$ cat src/rtl/bcd_sevenseg_scan_if.sv
// Bus between the BCD converter / display pins and the seven-segment scanner.
// The master drives the packed BCD word and its load strobe; the slave drives the display pins.
interface bcd_sevenseg_scan_if;
  logic [15:0] bcd_d_in;
  logic        bcd_vld;
  logic [3:0]  an;
  logic [6:0]  seg;
  logic        dp;

  modport master (output bcd_d_in, output bcd_vld, input an, input seg, input dp);
  modport slave  (input bcd_d_in, input bcd_vld, output an, output seg, output dp);
endinterface

$ cat src/rtl/bcd_sevenseg_scan.sv
// Latches a 4-digit packed BCD word and scans it onto a common-anode display.
// Define BCD_LEADING_ZERO_BLANK_EN to blank leading zero digits (digit 0 is always lit).
module bcd_sevenseg_scan #(
  parameter int REFRESH_DIV = 100000
) (
  input logic             clk,
  input logic             rst,
  bcd_sevenseg_scan_if.slave bus
);

  localparam int              CNT_W    = (REFRESH_DIV > 1) ? $clog2(REFRESH_DIV) : 1;
  localparam logic [CNT_W-1:0] CNT_TERM = CNT_W'(REFRESH_DIV - 1);

  logic [15:0]      r_capture;
  logic [1:0]       r_idx;
  logic [CNT_W-1:0] r_cnt;
  logic [3:0]       r_an;
  logic [6:0]       r_seg;

  logic [3:0] w_nibble;
  logic [6:0] w_digitSeg;
  logic [3:0] w_blank;
  logic [3:0] w_anNext;
  logic [6:0] w_segNext;

  // Select the nibble for the current slot and decode it; invalid BCD shows a dash
  always_comb begin
    w_nibble = 4'h0;
    case (r_idx)
      2'd0: w_nibble = r_capture[3:0];
      2'd1: w_nibble = r_capture[7:4];
      2'd2: w_nibble = r_capture[11:8];
      2'd3: w_nibble = r_capture[15:12];
      default: w_nibble = 4'h0;
    endcase

    w_digitSeg = 7'h3F;
    case (w_nibble)
      4'd0: w_digitSeg = 7'h40;
      4'd1: w_digitSeg = 7'h79;
      4'd2: w_digitSeg = 7'h24;
      4'd3: w_digitSeg = 7'h30;
      4'd4: w_digitSeg = 7'h19;
      4'd5: w_digitSeg = 7'h12;
      4'd6: w_digitSeg = 7'h02;
      4'd7: w_digitSeg = 7'h78;
      4'd8: w_digitSeg = 7'h00;
      4'd9: w_digitSeg = 7'h10;
      default: w_digitSeg = 7'h3F;
    endcase
  end

  // A digit is blanked only if it and every digit above it are zero
  always_comb begin
    w_blank = 4'b0000;
`ifdef BCD_LEADING_ZERO_BLANK_EN
    w_blank[3] = (r_capture[15:12] == 4'h0);
    w_blank[2] = w_blank[3] && (r_capture[11:8] == 4'h0);
    w_blank[1] = w_blank[2] && (r_capture[7:4] == 4'h0);
`endif
  end

  always_comb begin
    w_anNext  = ~(4'b0001 << r_idx);
    w_segNext = w_digitSeg;
    if (w_blank[r_idx]) begin
      w_anNext  = 4'b1111;
      w_segNext = 7'h7F;
    end
  end

  // Outputs are registered from the pre-edge index/capture, so they trail those by one clock
  always_ff @(posedge clk) begin
    if (rst) begin
      r_capture <= 16'h0000;
      r_idx     <= 2'd0;
      r_cnt     <= '0;
      r_an      <= 4'b1111;
      r_seg     <= 7'h7F;
    end else begin
      if (bus.bcd_vld) begin
        r_capture <= bus.bcd_d_in;
      end
      if (r_cnt == CNT_TERM) begin
        r_cnt <= '0;
        r_idx <= r_idx + 2'd1;
      end else begin
        r_cnt <= r_cnt + 1'b1;
      end
      r_an  <= w_anNext;
      r_seg <= w_segNext;
    end
  end

  assign bus.an  = r_an;
  assign bus.seg = r_seg;
  assign bus.dp  = 1'b1;

endmodule
$ cat src/flat_wrapper.sv
// flat-port wrapper written by rule: the top's interface ports become plain ports
module bcd_sevenseg_scan_flat 
#(
  parameter int REFRESH_DIV = 100000
)
  (clk, rst, bus_bcd_d_in, bus_bcd_vld, bus_an, bus_seg, bus_dp);
  bcd_sevenseg_scan_if bus_i ();
  input logic clk;
  input logic rst;
  input wire logic [$bits(bus_i.bcd_d_in)-1:0] bus_bcd_d_in;
  input wire logic [$bits(bus_i.bcd_vld)-1:0] bus_bcd_vld;
  output wire logic [$bits(bus_i.an)-1:0] bus_an;
  output wire logic [$bits(bus_i.seg)-1:0] bus_seg;
  output wire logic [$bits(bus_i.dp)-1:0] bus_dp;
  assign bus_i.bcd_d_in = bus_bcd_d_in;
  assign bus_i.bcd_vld = bus_bcd_vld;
  assign bus_an = bus_i.an;
  assign bus_seg = bus_i.seg;
  assign bus_dp = bus_i.dp;
  bcd_sevenseg_scan #(.REFRESH_DIV(REFRESH_DIV)) u_core (.clk(clk), .rst(rst), .bus(bus_i));
endmodule
$ cat config.mk
export PLATFORM = sky130hd
export DESIGN_NAME = bcd_sevenseg_scan_flat
export DESIGN_NICKNAME = d
export VERILOG_FILES = /design/src/rtl/bcd_sevenseg_scan_if.sv /design/src/rtl/bcd_sevenseg_scan.sv /design/src/flat_wrapper.sv
export SDC_FILE = /design/constraint.sdc
export NUM_CORES = 1
export LEC_CHECK = 0
export CORE_MARGIN = 2
export CORE_UTILIZATION = 50
export DETAILED_ROUTE_END_ITERATION = 10
export HOLD_SLACK_MARGIN = 0.02
export PLACE_DENSITY_LB_ADDON = 0.1
export SLEW_MARGIN = 25
export SYNTH_ARGS = -nofsm -noshare
export SYNTH_HDL_FRONTEND = slang
export SYNTH_SLANG_ARGS = --single-unit
$ cat constraint.sdc
create_clock -name clk -period 2.1 [get_ports clk]
set_input_delay 0.63 -clock clk [delete_from_list [all_inputs] [get_ports clk]]
set_output_delay 0.63 -clock clk [all_outputs]
set_load 0.02 [all_outputs]
==> impl_metrics.yaml <==
run_status:
  status: "complete, no violations"
worst_setup_path:
  regToRegSetupSlack_ps: 100
  arrival_ps: 2170
  crit_type: "register to register"
  critPathCaptureType: "register"
  cp_data_required_time_ps: 2270
  critical_path.max_fanout: 5
  worstSetupStartpointType: "register"
route:
  detailroute.via_count: 1553
  drt-vias-per-instance: 5.28
  detail_route.drc_violations: 0
  drt_iter0_markers: 60
  detail-route-antenna-nets: 0
  wl_um: 4010
  drt-pass1-iter-count: 4
  routed_wire_length_per_instance_um: 13.6
clock_network:
  numClockSinks: 46
  cts-htree-levels: 2
  tritoncts: "yes"
  cts.root.buffer_cell: "sky130_fd_sc_hd__clkbuf_8"
  numCtsBuffers: 5
  worst_setup_hold_path_clk_slew_ps: 90
  clock_latency_ps: 290
  cts-hold-fix-buffers: 0
  cts_max_path_buffers: 2
global_routing:
  global_route_total_overflow: 0
  antenna_found_initial: 0
  grt_start_max_net_pins: 25
  grt_usage_pct: 19.8
  first_global_vias: 1475
  grt_first_pass_wirelength_um: 6710
sta:
  whs_ps: 449
  finClkSkew_ps: 9.07
  setup_ws_ps: 100
  totalNegativeSetupSlack_ps: 0
  fmax_mhz: 500
  final.min_clock_period_ps: 2000
  ratio_of_final_minimum_period_to_clock_period_pct: 95.2
  report.final.setup_viol: 0
  final_hold_viol_count: 0
  timing.final.max_slew_violations: 0
yosys:
  yosysSeqAreaShare_pct: 45.8
  synthesis.instances: 209
  synth_cell_type_count: 37
  synth_seq_cells: 46
  synthesis.area_per_instance_sq_um: 9.61
  postSynthNetCount: 237
  syn_area_sq_um: 2010
  synth-warning-count: 0
layout:
  finish.cell_count_without_fillers: 294
  sequential_cell_area_sq_um: 923
  post_route_cells_drive_above_1_share_pct: 12.7
  final_nets: 271
  mostFrequentLayoutCell: "sky130_fd_sc_hd__dfxtp_1"
  stdcell_area_sq_um: 2500
  final_antenna_diode_count: 0
  most-common-layout-cells: "sky130_fd_sc_hd__dfxtp_1, sky130_fd_sc_hd__nor2_1, sky130_fd_sc_hd__clkdlybuf4s50_1"
  area_growth_syn_to_layout_pct: 24.7
  nFillCells: 292
  multiInputGateArea_sq_um: 1000
die:
  placement_rows: 23
  number_of_top_level_pins: 31
  floorplan.die.width_um: 67.4
  starting_density_of_the_core_pct: 51.0
  dieArea_sq_um: 4540
  die_height_um: 67.4
  design.core.area_sq_um: 3940
power_and_ir_drop:
  leakagePower_uw: 0.00103
  powerDensity_nw_per_um2: 703
  max-vdd-ir-drop_v: 0.000468
placement:
  portBuffers: 29
  gp_weighted_congestion: 0.753
  hpwl_um: 3000
  post-place-ws_ps: 14.0
  placed_area_sq_um: 2350
  placedCellCount: 283
worst_hold_path:
  holdCritPathClass: "register to register"
run:
  drv.max_cap_violation_count: 0
## layer usage
| layer | track usage [%] | up-vias | part of all wire, % |
|---|---|---|---|
| met5 | 0 | - | 0 |
| met4 | 6.89 | 0 | 1.4 |
| met3 | 4.50 | 6 | 2.2 |
| met2 | 36.5 | 21 | 55 |
| met1 | 22.3 | 735 | 41 |
| li1 | - | 791 | - |
## worst max-delay path, stage by stage, from the launching register on
cell and delay, ps:
sky130_fd_sc_hd__dfxtp_2 360, sky130_fd_sc_hd__inv_1 80, sky130_fd_sc_hd__ha_2 200, sky130_fd_sc_hd__a222oi_1 390, sky130_fd_sc_hd__mux2i_2 170, sky130_fd_sc_hd__buf_4 170
sky130_fd_sc_hd__ha_1 170, sky130_fd_sc_hd__nor3b_1 220, sky130_fd_sc_hd__o21ai_0 120
## Yosys cell counts
master / count / area (sq um)
sky130_fd_sc_hd__dfxtp_1: 46 / 921
sky130_fd_sc_hd__nor2_1: 31 / 116
sky130_fd_sc_hd__mux2i_1: 22 / 220
sky130_fd_sc_hd__inv_1: 12 / 45.0
sky130_fd_sc_hd__nand2_1: 10 / 37.5
sky130_fd_sc_hd__ha_1: 9 / 113
sky130_fd_sc_hd__xor2_1: 9 / 78.8
sky130_fd_sc_hd__a21oi_1: 7 / 35.0
sky130_fd_sc_hd__nand3_1: 6 / 30.0
sky130_fd_sc_hd__nand4_1: 6 / 37.5
sky130_fd_sc_hd__clkbuf_1: 5 / 18.8
sky130_fd_sc_hd__o21ai_0: 5 / 25.0
sky130_fd_sc_hd__a222oi_1: 4 / 40.0
sky130_fd_sc_hd__and3_1: 4 / 25.0
sky130_fd_sc_hd__buf_4: 4 / 30.0
sky130_fd_sc_hd__buf_2: 3 / 15.0
sky130_fd_sc_hd__nor4bb_1: 2 / 20.0
sky130_fd_sc_hd__o31ai_1: 2 / 15.0
sky130_fd_sc_hd__or3_1: 2 / 12.5
sky130_fd_sc_hd__or4_1: 2 / 15.0
sky130_fd_sc_hd__xnor2_1: 2 / 17.5
sky130_fd_sc_hd__a211oi_1: 1 / 7.51
sky130_fd_sc_hd__a32oi_1: 1 / 8.76
sky130_fd_sc_hd__and2_1: 1 / 6.26
sky130_fd_sc_hd__and3_2: 1 / 7.51
sky130_fd_sc_hd__and4_1: 1 / 8.76
sky130_fd_sc_hd__conb_1: 1 / 3.75
sky130_fd_sc_hd__mux2_2: 1 / 11.3
sky130_fd_sc_hd__nand4_4: 1 / 21.3
sky130_fd_sc_hd__nor3_1: 1 / 5.00
sky130_fd_sc_hd__nor3b_1: 1 / 7.51
sky130_fd_sc_hd__nor4b_1: 1 / 8.76
sky130_fd_sc_hd__o21a_1: 1 / 7.51
sky130_fd_sc_hd__o21ba_2: 1 / 10.0
sky130_fd_sc_hd__o311ai_0: 1 / 8.76
sky130_fd_sc_hd__o31a_1: 1 / 8.76
sky130_fd_sc_hd__or4b_1: 1 / 10.0
## power by group
group / total [uW] / internal (uW) / switching [uW]
combinational: 198 / 105 / 92.9
sequential: 928 / 909 / 18.6
clock: 635 / 350 / 285
## state kept, by name, indices dropped and copies added, names as in the netlist
name / count
u_core.r_idx: 2
u_core.r_cnt: 17
u_core.bus.an: 4
u_core.bus.seg: 7
u_core.r_capture: 16
## timing repair
action,4_1_cts,5_1_grt
pin swaps,2,3
endpoints found under the setup margin,3,6
buffers inserted,0,3
resized for setup,3,7
## through the flow
step | total power (uW) | util, %
2_1_floorplan | 1050 | -
3_3_place_gp | 1130 | 59.6
3_5_place_dp | 1140 | 59.6
4_1_cts | 1770 | 62.6
5_1_grt | 1850 | 63.5
6_report | 1760 | 63.5
## cells by family (layout without fill, tap and decap cells)
group                    count (synthesis)  count (layout)  share of synthesized area [%]
buffers and inverters                   24              59                           5.42
flip-flops                              46              46                           45.8
AO/OA/AOI/OAI                           24              24                           8.28
other                                    1               1                          0.187
AND/OR/NAND/NOR                         71              71                           18.4
multiplexers                            23              23                           11.5
adder cells (fa/ha/maj)                  9               9                           5.60
XOR/XNOR                                11              11                           4.79
## final cells by class
| type | instances | share of cell area, % |
|---|---|---|
| multi-input cells | 139 | 39.9 |
| flip-flops and latches | 46 | 36.9 |
| repair buffers | 39 | 14.6 |
| clock buffers | 5 | 2.75 |
| well taps | 50 | 2.50 |
| inverters | 12 | 1.80 |
| clock inverters | 3 | 1.60 |
## final timing paths
path / from / to / depth (start not counted)
max reg2reg: u_core.r_idx[1] / u_core.bus.seg[5] / 8
min: u_core.r_cnt[0] / u_core.r_cnt[0] / 1
max: u_core.r_idx[1] / u_core.bus.seg[5] / 8
min reg2reg: u_core.r_cnt[0] / u_core.r_cnt[0] / 1
Power figures use the tool's default switching activity.
==> RTL change (same settings) <==
Add a define of `BCD_LEADING_ZERO_BLANK_EN`.
--- a/src/rtl/bcd_sevenseg_scan.sv
+++ b/src/rtl/bcd_sevenseg_scan.sv
@@ -1,5 +1,7 @@
 // Latches a 4-digit packed BCD word and scans it onto a common-anode display.
 // Define BCD_LEADING_ZERO_BLANK_EN to blank leading zero digits (digit 0 is always lit).
+`define BCD_LEADING_ZERO_BLANK_EN
+
 module bcd_sevenseg_scan #(
   parameter int REFRESH_DIV = 100000
 ) (
Behaviour: no difference found for any inputs over 10 cycles, from zero or initial values and one cycle with rst high; that may be too few to reach the edited logic, so the function may still have changed.
==> RTL change against the unedited design <==
- sequential power barely moved
- power up 8.7%
- wire length is 3.5% higher
- critical endpoint is now u_core.bus.seg[3]$_SDFF_PP1_
- critical path type unchanged
- sequential cell count stayed put
- core utilization increased by 0.61 points
- worst setup slack better by 0.0095 ns
- area after synthesis grew 1.4%
- cell area up 1.7%
==> RTL change: results (changes against the unedited design) <==
* Vias in the first global route at 1480 (was 1475)
* Register area at 921 µm² (was 923 µm²)
* Status: finished, final reports clean (unchanged)
* Pin count of the biggest net entering global routing at 17 (was 25)
* Syn_nets at 241 (was 237)
* Gr usage total at 19.8% (about the same)
* Critical Path Max Stage Delay at 0.41 ns (was 0.39 ns)
* HPWL Detailed at 3.14 mm (was 3.00 mm)
* Final net count at 276 (was 271)
* DR iter-0 viols at 114 (was 60)
* Avg WL per Cell at 13.9 µm (was 13.6 µm)
* Yosys cell types at 40 (was 37)
* Final hold slack at 0.456 ns (was 0.449 ns)
* R2R Path End: u_core.bus.seg[3]$_SDFF_PP1_ (was u_core.bus.seg[5]$_SDFF_PP1_)
* Seq pwr share at 48.6% (was 52.7%)
* Area contributors post-synth: dfxtp_1 (45%), mux2i_1 (9.8%), ha_1 (5.5%) (was dfxtp_1 (46%), mux2i_1 (11%), nor2_1 (5.8%))
* Post-Layout Cell Count at 299 (was 294)
* Pleak at 1.03 nW (about the same)
* Gpl congestion at 0.987 (was 0.753)
* Area post-placement at 2390 µm² (was 2350 µm²)
* First-pass iteration count of the detailed router at 5 (was 4)
* Arr. time, crit path at 2.14 ns (was 2.17 ns)
* Switching pwr at 0.397 mW (was 0.396 mW)
* Sequential share of the synthesized area at 45.2% (was 45.8%)
* Cts repair resizes at 0 (was 3)
* Layout cells sized above 1 at 9.64% (was 12.7%)
* Post-Place Worst Slack at 0.141 ns (was 0.0140 ns)
* R2R depth at 7 (was 8)
* Filler instances at 330 (was 292)
* Mapped Avg Cell Area at 9.56 µm² (was 9.61 µm²)
* Commonest cells post-synth: dfxtp_1 (46), nor2_1 (30), mux2i_1 (20), inv_1 (11) (was dfxtp_1 (46), nor2_1 (31), mux2i_1 (22), inv_1 (12), nand2_1 (10))
* Clock Skew at 0.00910 ns (was 0.00907 ns)
-- RTL change: cell count changes in the layout (fill, tap and decap cells not counted), sizes merged, moves of 2 or more --
cell	delta
clkinv	-2
nand4	+2
a211oi	+2
or4	+5
and3	-2
mux2i	-2
o31ai	+3
-- RTL change: routing by layer --
metal  share of wire [%]  global-route usage [%]  routed length, µm
met5                   0                       0                  0
met4                 1.8                    9.25                 73
met3                 5.1                    5.43                212
met2                  47                    30.1               1950
met1                  46                    26.2               1910
-- RTL change: worst max-delay path by stage --
stage | to | slack [ns] | cells past startpoint
final | u_core.bus.seg[3]$_SDFF_PP1_ | 0.11 | 7
after global routing | u_core.bus.seg[3]$_SDFF_PP1_ | -0.01 | 7
after CTS | u_core.bus.seg[6]$_SDFF_PP1_ | 0.11 | 6
after detailed placement | u_core.bus.seg[5]$_SDFF_PP1_ | 0.14 | 7
after global placement | u_core.bus.seg[3]$_SDFF_PP1_ | 0.22 | 7
after floorplan | u_core.bus.seg[1]$_SDFF_PP1_ | 0.14 | 8
-- RTL change: power groups by stage --
stage / combinational [mW] / sequential, mW / clock [mW]
finish: 0.195 / 0.930 / 0.790
global route: 0.214 / 0.934 / 0.853
CTS: 0.194 / 0.930 / 0.814
detailed placement: 0.193 / 0.951 / 0
global placement: 0.188 / 0.949 / 0
floorplan: 0.0897 / 0.961 / 0
-- RTL change: layout make-up --
class,instances,share of cell area [%]
flip-flops and latches,46,36.1
clock buffers,6,3.24
well taps,50,2.46
repair buffers,38,14.0
clock inverters,2,2.36
multi-input cells,146,40.1
inverters,11,1.62
-- RTL change: logic make-up after synthesis --
family / share of synthesized area [%]
mux: 10.9
other cells: 0.184
simple gates: 20.0
compound gates: 9.28
buf+inv: 4.61
flops: 45.2
fa+ha+maj: 5.53
xor+xnor: 4.30
